## src/rtl/cond_exec_ctrl.sv

```systemverilog
// cond_exec_ctrl: execute-stage predication controller.
// Holds the committed NZCV flags and checks each instruction's condition field against them.
// Gates register, memory, PC and flag writes, and squashes the wrong-path instructions
// that follow a taken branch.
// Optional feature: define COND_STATS_EN to add the saturating ExecCnt/SkipCnt counters.
module cond_exec_ctrl #(
    parameter int unsigned BRANCH_SHADOW = 2
`ifdef COND_STATS_EN
    ,
    parameter int unsigned CNT_W         = 16
`endif
) (
    input  logic             clk,
    input  logic             reset,
    input  logic             ValidE,
    input  logic             StallE,
    input  logic [3:0]       CondE,
    input  logic [3:0]       ALUFlags,
    input  logic [1:0]       FlagWE,
    input  logic             RegWE,
    input  logic             MemWE,
    input  logic             PCSE,
    input  logic             NoWriteE,
    output logic [3:0]       Flags,
    output logic             CondExE,
    output logic             RegWrite,
    output logic             MemWrite,
    output logic             PCSrc,
    output logic             Squash,
    output logic             Undef
`ifdef COND_STATS_EN
    ,
    output logic [CNT_W-1:0] ExecCnt,
    output logic [CNT_W-1:0] SkipCnt
`endif
);

    // Shadow length loaded on a taken branch. Legal values are 1..7, so it fits in 3 bits.
    localparam logic [2:0] SHADOW_LOAD = 3'(BRANCH_SHADOW);

    typedef enum logic [0:0] {
        StIdle,
        StShadow
    } shadow_state_t;

    shadow_state_t state;
    logic [2:0]    shadow_cnt;

    logic flag_n, flag_z, flag_c, flag_v;
    logic ge;
    logic pass;
    logic in_shadow;
    logic cond_undef;
    logic advance;

    assign flag_n = Flags[3];
    assign flag_z = Flags[2];
    assign flag_c = Flags[1];
    assign flag_v = Flags[0];
    assign ge     = (flag_n == flag_v);

    // The condition is decoded from the committed flags only. ALUFlags is never used here.
    always_comb begin
        pass = 1'b0;
        case (CondE)
            4'h0: pass = flag_z;
            4'h1: pass = !flag_z;
            4'h2: pass = flag_c;
            4'h3: pass = !flag_c;
            4'h4: pass = flag_n;
            4'h5: pass = !flag_n;
            4'h6: pass = flag_v;
            4'h7: pass = !flag_v;
            4'h8: pass = flag_c & !flag_z;
            4'h9: pass = !(flag_c & !flag_z);
            4'hA: pass = ge;
            4'hB: pass = !ge;
            4'hC: pass = !flag_z & ge;
            4'hD: pass = !(!flag_z & ge);
            4'hE: pass = 1'b1;
            4'hF: pass = 1'b0;
            default: pass = 1'b0;
        endcase
    end

    assign cond_undef = (CondE == 4'hF);
    assign in_shadow  = (state == StShadow);
    assign advance    = !StallE;

    // Gating has zero latency. While reset is high, every gated output is forced to 0.
    always_comb begin
        Squash   = ValidE & in_shadow & !reset;
        CondExE  = ValidE & pass & !Squash & !reset;
        Undef    = ValidE & cond_undef & !Squash & !reset;
        RegWrite = CondExE & RegWE & !NoWriteE;
        MemWrite = CondExE & MemWE;
        PCSrc    = CondExE & PCSE;
    end

    // Flags register and branch-shadow FSM. Both hold while the stage is stalled.
    always_ff @(posedge clk or posedge reset) begin
        if (reset) begin
            Flags      <= 4'b0000;
            state      <= StIdle;
            shadow_cnt <= 3'd0;
        end else if (advance) begin
            if (CondExE && FlagWE[1]) begin
                Flags[3:2] <= ALUFlags[3:2];
            end
            if (CondExE && FlagWE[0]) begin
                Flags[1:0] <= ALUFlags[1:0];
            end
            case (state)
                StIdle: begin
                    if (PCSrc) begin
                        shadow_cnt <= SHADOW_LOAD;
                        state      <= StShadow;
                    end
                end
                StShadow: begin
                    // Every instruction in the shadow is squashed, so PCSrc stays low here.
                    // Bubbles drain the counter as well.
                    shadow_cnt <= shadow_cnt - 3'd1;
                    if (shadow_cnt == 3'd1) begin
                        state <= StIdle;
                    end
                end
                default: begin
                    state      <= StIdle;
                    shadow_cnt <= 3'd0;
                end
            endcase
        end
    end

`ifdef COND_STATS_EN
    localparam logic [CNT_W-1:0] CNT_MAX = '1;

    // Count valid instructions that advance. Undef and squashed instructions count as skips.
    // Both counters saturate at all-ones.
    always_ff @(posedge clk or posedge reset) begin
        if (reset) begin
            ExecCnt <= '0;
            SkipCnt <= '0;
        end else if (advance && ValidE) begin
            if (CondExE) begin
                if (ExecCnt != CNT_MAX) begin
                    ExecCnt <= ExecCnt + 1'b1;
                end
            end else begin
                if (SkipCnt != CNT_MAX) begin
                    SkipCnt <= SkipCnt + 1'b1;
                end
            end
        end
    end
`endif

endmodule

```

## config.mk

```make
export PLATFORM = sky130hd
export DESIGN_NAME = cond_exec_ctrl
export DESIGN_NICKNAME = d
export VERILOG_FILES = /design/src/rtl/cond_exec_ctrl.sv
export SDC_FILE = /design/constraint.sdc
export NUM_CORES = 1
export LEC_CHECK = 0
export CORE_UTILIZATION = 39
export DETAILED_ROUTE_END_ITERATION = 7
export PLACE_DENSITY = 0.76
export RECOVER_POWER = 25
export SYNTH_ARGS = -nofsm -noshare
export SYNTH_HDL_FRONTEND = slang
export SYNTH_SLANG_ARGS = --single-unit
```

## constraint.sdc

```tcl
create_clock -name clk -period 2 [get_ports clk]
set_input_delay 0.4 -clock clk [delete_from_list [all_inputs] [get_ports clk]]
set_output_delay 0.4 -clock clk [all_outputs]
set_load 0.01 [all_outputs]
```

==> impl_metrics.tcl <==
set metrics [dict create \
    outcome "complete, but fails checks" \
    violations "setup timing" \
    place_inst 122 \
    drtAntennaViolNets 0 \
    grt_pass1_wl_um 3700 \
    critPathKind "reg2out" \
    grt.total_usage 0.286 \
    wl_met2_um 1260 \
    maxSlewViolCount 0 \
    tightest_slew_ps 459 \
    area_growth_pct 94.0 \
    antenna_found_initial 0 \
    synth_nets 84 \
    vias 729 \
    layout_commonest_cell "buf_4" \
    cts.clk_slew.worst_paths_ps 50 \
    fillers 62 \
    ys.warnings.count 0 \
    grt_start_max_net_pins 9 \
    avgRoutedWirePerCell_um 18.0 \
    arrival_ps 1930 \
    ff_latch_area_sq_um 204 \
    row_count 13 \
    p_comb_frac 0.626 \
    fin_tns_setup_ps -1830 \
    slew_headroom 0.694 \
    maxCapViolCount 0 \
    vdd_drop_max_v 0.000881 \
    start_util 0.443 \
    place.port_buffers 27 \
    hold_viol_final 0 \
    pwr-share-seq 0.276 \
    p_per_area_mw_per_mm2 1080 \
    start_kind "flop" \
    fin_worst_skew_ps 1.78 \
    grt_pass1_vias 759 \
    wl_um 2390 \
    clock.fmax_ghz 0.429 \
    top_layer "met4" \
    hpwl_um 1400 \
    total_power_mw 1.26 \
    worst_slack_ps -330 \
    setup_viol 10 \
    core_sq_mm 0.00137 \
    cts_max_path_buffers 2 \
    worstSkewPairLatency_ps 250 \
    worstPathMaxFanout 5 \
    layoutNonFillerInstCount 133 \
    first_pass_iters 4 \
    grt_overflow 0 \
    p_int_mw 0.773 \
    power_switching_mw 0.491 \
    gp_congestion 0.837 \
    fp.dieW_um 41.4 \
    ys_seq_area_frac 0.331 \
    syn_area_sq_um 606 \
    die_area_sq_mm 0.00171 \
    avgSynthCellArea_sq_um 9.46 \
    cts.sinks 8 \
    syn_inst 64 \
    first_iter_violations 28 \
    root_buffer "clkbuf_4" \
    viasPerCell 5.48 \
    worst_setup_path_end_kind "output port" \
    final_nets 140 \
    drc 0 \
    cts_tree "yes" \
    critical_path_required_ps 1600 \
    swShare 0.388 \
    min_period_ps 2330 \
    finalCritPeriodShare 1.17 \
    cts_made_buffers 3 \
    leakage_nw 0.573 \
    synth_cell_type_count 33 \
    drive_above_1_share 0.458 \
    route.met3.wl_um 149 \
    synth.ff_latch_count 8 \
    ctsHoldBuffers 0 \
    io_pins 28 \
    antenna-diode-count 0 \
    hp-class "reg2reg" \
    die_h_um 41.4 \
    multi_input_area_sq_um 469 \
    rsz0062_at_grt "true" \
    wl_met1_um 951 \
    power_frac_clock 0.098 \
    cts_max_level 1 \
    final_cell_mix "buf_4, clkdlybuf4s50_1, dfrtp_1" \
]
==> cell families (layout without fill, tap and decap cells) <==
kind of cell / after synthesis / count (layout) / share of synthesized area
AOI/OAI and AO/OA: 15 / 15 / 0.167
xor gates and xnor gates: 2 / 2 / 0.0289
adders and majority gates: 2 / 2 / 0.0413
buffers and inverters: 6 / 60 / 0.0496
DFF: 8 / 8 / 0.331
muxes: 6 / 6 / 0.109
and+or+nand+nor: 25 / 25 / 0.273
==> state kept, by name, indices dropped and copies added (netlist names) <==
| register | flops |
|---|---|
| Flags | 4 |
| shadow_cnt | 3 |
| in_shadow | 1 |
==> worst max-delay path: stages, from the launching register on <==
cell and delay [ps]:
dfrtp_2 450, xnor2_2 220, a211oi_2 100, a311o_1 370
o21ai_4 100, and2_4 170, and3b_1 140, buf_2 120
==> cell type report <==
type	count	share of cell area
clock buffer	3	0.0192
sequential	8	0.174
timing repair buffer	53	0.379
multi-input combinational	50	0.399
tap	15	0.0160
inverter	4	0.0128
==> power groups by stage <==
stage / Clock [mW] / Sequential (mW) / Combinational [mW]
floorplan: 0 / 0.332 / 0.262
global placement: 0 / 0.311 / 0.568
detailed placement: 0 / 0.313 / 0.592
CTS: 0.129 / 0.319 / 0.668
global route: 0.136 / 0.351 / 0.836
finish: 0.123 / 0.349 / 0.792
==> synthesized netlist by cell type <==
cell | count | share of area
dfrtp_1 | 8 | 0.33
mux2_1 | 5 | 0.093
nor2_1 | 5 | 0.031
inv_1 | 4 | 0.025
a21oi_1 | 3 | 0.025
nand2_1 | 3 | 0.019
and3_1 | 2 | 0.021
ha_1 | 2 | 0.041
nand3b_1 | 2 | 0.025
nand4b_2 | 2 | 0.050
nor3_1 | 2 | 0.017
o21ai_0 | 2 | 0.017
o21ai_1 | 2 | 0.017
o21ai_2 | 2 | 0.029
xnor2_1 | 2 | 0.029
a211oi_1 | 1 | 0.012
a21boi_1 | 1 | 0.012
a22o_1 | 1 | 0.014
a22oi_1 | 1 | 0.012
a311o_1 | 1 | 0.017
and2_1 | 1 | 0.010
and3b_1 | 1 | 0.014
buf_1 | 1 | 0.0062
buf_6 | 1 | 0.019
mux2i_1 | 1 | 0.017
nand2b_1 | 1 | 0.010
nand3_1 | 1 | 0.0083
nand4_1 | 1 | 0.010
nor2b_1 | 1 | 0.010
nor3b_1 | 1 | 0.012
nor3b_2 | 1 | 0.021
nor4b_1 | 1 | 0.014
o31ai_1 | 1 | 0.012
==> routing by layer <==
metal,up-vias,GRT usage
met5,-,0
met4,0,0.123
met3,4,0.0826
met2,34,0.497
met1,344,0.322
li1,347,-
==> worst paths after layout <==
check | from | to | slack, ps | cells past startpoint
max | Flags[0] | RegWrite | -330 | 7
min | shadow_cnt[2] | shadow_cnt[2] | 590 | 2
max reg2reg | Flags[0] | Flags[0] | -160 | 9
min reg2reg | shadow_cnt[2] | shadow_cnt[2] | 590 | 2
max in group asynchronous | reset | Flags[2] | 780 | 4
min in group asynchronous | reset | shadow_cnt[1] | 880 | 4
==> timing repair <==
action	4_1_cts	5_1_grt
setup endpoints to repair	12	11
gates resized for setup	36	15
gates cloned	0	0
pin swaps	6	5
setup buffers	5	3
==> stage by stage <==
step / util / cell area, sq um / worst slack, ps / hold WS [ps]
final: 0.860 / 1170 / -330 / 590
after global routing: 0.860 / 1170 / -405 / 598
after CTS: 0.820 / 1120 / -263 / 577
after detailed placement: 0.745 / 1020 / -964 / 563
after global placement: 0.745 / 1020 / -906 / 545
after floorplan: - / 608 / 7.55 / 229
Power figures use the tool's default switching activity.
